**src/rtl/pmux_sched.sv**
```systemverilog
// Four-input packet multiplexer: arbitrates requesters, holds the winner's payload until accepted.
// Define PMUX_SCHED_ROUND_ROBIN_EN for round-robin arbitration; fixed priority (0 highest) otherwise.
module pmux_sched #(
  parameter int DATA_W = 16
) (
  input  logic              clk_i,
  input  logic              rst_i,
  input  logic [3:0]        req_i,
  input  logic [DATA_W-1:0] data_0_i,
  input  logic [DATA_W-1:0] data_1_i,
  input  logic [DATA_W-1:0] data_2_i,
  input  logic [DATA_W-1:0] data_3_i,
  input  logic              out_ready_i,
  output logic [DATA_W-1:0] q_o,
  output logic              q_valid_o,
  output logic [3:0]        gnt_o,
  output logic [1:0]        gnt_idx_o,
  output logic              busy_o,
  output logic [15:0]       xfer_cnt_o
);

  typedef enum logic {IDLE, HOLD} state_t;

  state_t            r_state;
  state_t            w_state_next;
  logic              w_capture;
  logic              w_accept;
  logic [1:0]        w_win_idx;
  logic [DATA_W-1:0] w_win_data;
  logic [DATA_W-1:0] r_q;
  logic [1:0]        r_gnt_idx;
  logic [15:0]       r_xfer_cnt;

`ifdef PMUX_SCHED_ROUND_ROBIN_EN
  logic [1:0] r_ptr;
  logic [1:0] w_cand;

  // Scan downward so the requester closest above the pointer is the last one written.
  always_comb begin
    w_win_idx = r_ptr;
    w_cand    = '0;
    for (int k = 3; k >= 0; k--) begin
      w_cand = r_ptr + 2'(k);
      if (req_i[w_cand]) w_win_idx = w_cand;
    end
  end

  always_ff @(posedge clk_i) begin
    if (rst_i) begin
      r_ptr <= '0;
    end else if (w_accept) begin
      r_ptr <= r_gnt_idx + 2'd1;
    end
  end
`else
  always_comb begin
    w_win_idx = '0;
    for (int k = 3; k >= 0; k--) begin
      if (req_i[k]) w_win_idx = 2'(k);
    end
  end
`endif

  always_comb begin
    case (w_win_idx)
      2'd0:    w_win_data = data_0_i;
      2'd1:    w_win_data = data_1_i;
      2'd2:    w_win_data = data_2_i;
      default: w_win_data = data_3_i;
    endcase
  end

  always_ff @(posedge clk_i) begin
    if (rst_i) r_state <= IDLE;
    else       r_state <= w_state_next;
  end

  // Reset masks the accept so a discarded transfer never produces a grant pulse.
  always_comb begin
    w_state_next = r_state;
    w_capture    = 1'b0;
    w_accept     = 1'b0;
    gnt_o        = '0;
    case (r_state)
      IDLE: begin
        if (|req_i) begin
          w_capture    = 1'b1;
          w_state_next = HOLD;
        end
      end
      HOLD: begin
        if (out_ready_i && !rst_i) begin
          w_accept     = 1'b1;
          gnt_o        = 4'b0001 << r_gnt_idx;
          w_state_next = IDLE;
        end
      end
      default: w_state_next = IDLE;
    endcase
  end

  always_ff @(posedge clk_i) begin
    if (rst_i) begin
      r_q        <= '0;
      r_gnt_idx  <= '0;
      r_xfer_cnt <= '0;
    end else begin
      if (w_capture) begin
        r_q       <= w_win_data;
        r_gnt_idx <= w_win_idx;
      end
      if (w_accept) r_xfer_cnt <= r_xfer_cnt + 16'd1;
    end
  end

  assign q_o        = r_q;
  assign q_valid_o  = (r_state == HOLD);
  assign busy_o     = (r_state == HOLD);
  assign gnt_idx_o  = r_gnt_idx;
  assign xfer_cnt_o = r_xfer_cnt;

endmodule

```
**config.mk**
```make
export PLATFORM = sky130hd
export DESIGN_NAME = pmux_sched
export DESIGN_NICKNAME = d
export VERILOG_FILES = /design/src/rtl/pmux_sched.sv
export SDC_FILE = /design/constraint.sdc
export NUM_CORES = 1
export LEC_CHECK = 0
export BUFFER_PORTS_ARGS = -buffer_cell sky130_fd_sc_hd__buf_2
export CELL_PAD_IN_SITES_DETAIL_PLACEMENT = 0
export CELL_PAD_IN_SITES_GLOBAL_PLACEMENT = 2
export CORE_UTILIZATION = 21
export CTS_CLUSTER_SIZE = 30
export DETAILED_ROUTE_END_ITERATION = 8
export PLACE_DENSITY = 0.84
export SYNTH_ARGS = -nofsm -noshare
export SYNTH_HDL_FRONTEND = slang
export SYNTH_SLANG_ARGS = --single-unit
```
**constraint.sdc**
```tcl
create_clock -name clk_i -period 1.4 [get_ports clk_i]
set_input_delay 0.07 -clock clk_i [delete_from_list [all_inputs] [get_ports clk_i]]
set_output_delay 0.07 -clock clk_i [all_outputs]
set_load 0.02 [all_outputs]
```
# Word-level counts from Yosys, hierarchy flattened
# Index checks and enable logic that the tools add are counted.
word_totals:
  input_bits: 71
  register_bits: 35
classes:
  n_eq_ne: 2
  shifts: 1
  bitwise: 1
  reduce_logical: 4
  mux: 13
  addsub: 1
op_table:
  columns: ["operator", "n"]
  rows:
  - ["16-bit case mux with 3 select lines", 1]
  - ["16-bit by 1-bit adder with 16-bit output, second input constant", 1]
  - ["2-bit 2-to-1 mux", 4]
  - ["4-bit 2-to-1 mux", 2]
  - ["1-bit 2-to-1 mux", 5]
  - ["4-bit OR reduction", 1]
  - ["1-bit by 2-bit left shift with 4-bit output, first input constant", 1]
  - ["2-bit by 1-bit == test with 1-bit output, second input constant", 1]
  - ["2-bit == test, second input constant", 1]
  - ["2-bit logical NOT", 1]
  - ["1-bit case mux with 2 select lines", 1]
  - ["1-bit logical AND", 1]
  - ["1-bit logical NOT", 1]
  - ["1-bit inverter", 1]

# Logic depth before layout (Yosys ltp)
depth:
  ltp_word: 6
  depth_mapped: 6
  mapped_depth_nobuf: 5

# Least setup slack after synthesis
# OpenSTA, ideal clock, no wires.
synth_timing:
  path_kind: "reg2reg"
  startpoint: "register r_state (netlist: busy_o)"
  endpoint: "register r_xfer_cnt[15] (netlist: xfer_cnt_o[15])"
  t_arrival_ns: 1.633
  required_ns: 1.329
  n_path_buf: 1
  setup_slack_ns: -0.304
  path_stages_with_launch: 6
  setup_ns: 0.071
  synth_period_minus_slack_ns: 1.704
  path_cell_list: "dfxtp_1 nand2_1 or2_1 buf_6 or4_1 a21oi_1"
synth_between:
  elab_chain_len: 1
synth_lines:
  columns: ["item", "line_no", "text"]
  rows:
  - ["from (decl)", "24", "state_t r_state;"]
  - ["from (signal assigned)", "75", "else r_state <= w_state_next;"]
  - ["1-bit 2-to-1 mux", "84", "case (r_state)"]
  - ["to (signal assigned)", "112", "if (w_accept) r_xfer_cnt <= r_xfer_cnt + 16'd1;"]
  - ["to (decl)", "32", "logic [15:0] r_xfer_cnt;"]
# No other way between the ends.
# A chain may end at the register's enable or synchronous reset.

# Final worst setup path
layout_timing:
  startpoint: "register r_xfer_cnt[2] (netlist: xfer_cnt_o[2])"
  endpoint: "register r_xfer_cnt[13] (netlist: xfer_cnt_o[13])"
layout_between:
  elab_chain_len: 1
layout_lines:
  columns: ["item", "line_no"]
  rows:
  - ["16-bit by 1-bit adder with 16-bit output", "112"]
# No other way between the ends.

==> impl_metrics.env <==
export IMPL_finalSetupViolCount=0
export IMPL_slowest_stage="or4_4"
export IMPL_grt_start_max_net_pins=23
export IMPL_clock_latency_ps=290
export IMPL_vias_per_cell=4.79
export IMPL_dp_hpwl_um=5320
export IMPL_grt_usage=0.143
export IMPL_cts_root_buf="clkbuf_8"
export IMPL_yosysWarnings=0
export IMPL_fp_dieH_um=98.2
export IMPL_portBuffers=110
export IMPL_hold_violations=0
export IMPL_cpLargestDelayFamily="simple AND/OR/NAND/NOR gates"
export IMPL_reg2reg_depth=4
export IMPL_fin_crit_sh=0.977
export IMPL_stdcell_area_um2=3030
export IMPL_synth_ff_type="dfxtp_1"
export IMPL_whs_ps=55.0
export IMPL_cp_data_required_time_ps=1620
export IMPL_remaining_drc_errors=5
export IMPL_syn_area_um2=1940
export IMPL_cts_sinks=35
export IMPL_drtIter0Drc=52
export IMPL_drtPass1Iterations=9
export IMPL_ys_seq_area_frac=0.361
export IMPL_grt_overflow=0
export IMPL_ys_seq_elements=35
export IMPL_drive_gt1_frac=0.483
export IMPL_setup_slack_ps=31.9
export IMPL_synth_top_area_cell="dfxtp_1"
export IMPL_layout_common_cells="108 x buf_2, 34 x buf_4, 24 x dfxtp_1"
export IMPL_fin_nets=448
export IMPL_die_x_um=98.2
export IMPL_hp_class="input pin to flip-flop"
export IMPL_slew_violations=0
export IMPL_relSlewSlack=0.609
export IMPL_path_clk_slew_ps=80
export IMPL_endpoint_kind="flip-flop"
export IMPL_place_ws_ps=-10.8
export IMPL_worst_slew_pin_slew_ps=586
export IMPL_fmax_mhz=731
export IMPL_worstReg2RegStart="xfer_cnt_o[2]"
export IMPL_start_kind="flip-flop"
export IMPL_critPathMaxStageDelay_ps=420
export IMPL_syn_num_nets=314
export IMPL_rr_endpoint="xfer_cnt_o[13]"
export IMPL_die_area_um2=9640
export IMPL_violations="design-rule violations"
export IMPL_final_common_cell="buf_2"
export IMPL_cts_buffer_depth=2
export IMPL_path_cells="nand4b_1 -> or2_4 -> or4_4 -> a21oi_2"
export IMPL_ant_nets=0
export IMPL_worst_ep_arrival_time_ps=1590
export IMPL_cp_startpoint="xfer_cnt_o[2]"
export IMPL_first_global_vias=2254
export IMPL_numCtsBuffers=5
export IMPL_finalSetupTns_ps=0
export IMPL_crit_end="xfer_cnt_o[13]"
export IMPL_path_max_fanout=8
export IMPL_grt_pass1_wl_um=11000
export IMPL_rsz0062_at_grt="true"
export IMPL_synth_cell_types=42
export IMPL_maxCapViolations=0
export IMPL_initial_core_util=0.220
export IMPL_fin_cells=485
export IMPL_worst_r2r_setup_slack_ps=30
export IMPL_coreArea_um2=8850
export IMPL_tritoncts="built"
export IMPL_synth_area_leaders="dfxtp_1 36%, o2bb2ai_1 7.2%, a211o_1 6.8%"
export IMPL_synthCells=242
export IMPL_vdd_ir_drop_max_uv=337
export IMPL_run_status="complete, but fails checks"
export IMPL_async_flop_share=0
export IMPL_fillers=947
export IMPL_totalWireLength_um=6910
export IMPL_syn2layout_area_growth_pct=55.7
export IMPL_dpl_cell_area_um2=2840
export IMPL_wl_per_cell_um=14.2
export IMPL_cp_num_cells=4
export IMPL_num_vias=2322
export IMPL_place_congestion=0.754
export IMPL_synth_avg_cell_area_um2=8.03
export IMPL_fp_row_count=34
export IMPL_path_class="flip-flop to flip-flop"
export IMPL_period_minus_slack_ps=1370
export IMPL_power_density_nw_per_um2=815
export IMPL_antenna_cells=0
export IMPL_skew_ps=7.75
export IMPL_synth_top_cell_area_share=0.361
export IMPL_cp_num_buf_inv=0
export IMPL_ios=111
export IMPL_dp_cells=474
export IMPL_htree_levels=2
export IMPL_synth_edf_count=0
export IMPL_p_leak_nw=1.44
export IMPL_grt_antenna_before_repair=0
[logic make-up (layout without fill, tap and decap cells)]
logic type,after synthesis,count (layout),share of synthesized area
buf+inv,37,172,0.0811
mux,1,1,0.00515
flops,35,35,0.361
fa+ha+maj,1,1,0.00644
compound gates,99,99,0.343
xor+xnor,7,7,0.0316
simple gates,62,62,0.172
[state kept, by name (all words and copies together) (netlist names)]
register and count:
q_o 16, xfer_cnt_o 16, gnt_idx_o 2, busy_o 1
[per-stage QoR]
step	util	power [mW]
3_5_place_dp	0.321	1.65
6_report	0.342	2.46
4_1_cts	0.337	2.51
5_1_grt	0.342	2.59
2_1_floorplan	-	1.39
3_3_place_gp	0.321	1.64
[Yosys cell counts (all sizes together) (3+ instances only)]
cell,instances
dfxtp,35
nor2,18
xor2,5
a211o,15
or3,5
buf,7
a22oi,15
a21oi,24
o2bb2ai,16
inv,17
nand2,8
nand3,7
nor3,3
o21ai,22
clkbuf,13
nand4,3
[power by group]
part           internal [mW]  switching (mW)  leakage (nW)
combinational          0.252           0.303          1.10
clock                  0.450           0.384        0.0515
sequential              1.04          0.0345         0.293
[how the worst min path moves through the flow]
stage | from | endpoint | cells after the start
final | out_ready_i | busy_o | 2
after CTS | out_ready_i | busy_o | 2
after global placement | out_ready_i | busy_o | 2
after detailed placement | out_ready_i | busy_o | 2
after global routing | out_ready_i | busy_o | 2
after floorplan | out_ready_i | busy_o | 1
[cell type report]
class	instances	area (um^2)	share of cell area
clock buffer	8	100	0.0331
inverter	17	63.8	0.0211
multi-input combinational	170	1140	0.376
sequential	35	727	0.240
tap	108	135	0.0447
timing repair buffer	147	861	0.285
[per-layer routing]
| metal | share of wire | vias to the layer above | track usage |
|---|---|---|---|
| li1 | - | 1160 | - |
| met1 | 0.46 | 1074 | 0.185 |
| met2 | 0.46 | 79 | 0.233 |
| met3 | 0.070 | 9 | 0.0444 |
| met4 | 0.0065 | 0 | 0.0356 |
| met5 | 0 | - | 0 |
[timing repair]
action | CTS | global route
pin swaps | 1 | 3
hold buffers | 0 | 0
setup buffers | 2 | 1
gates resized for setup | 8 | 12
endpoints found under the setup margin | 5 | 9
No activity file was read; power rests on OpenSTA's default activity.
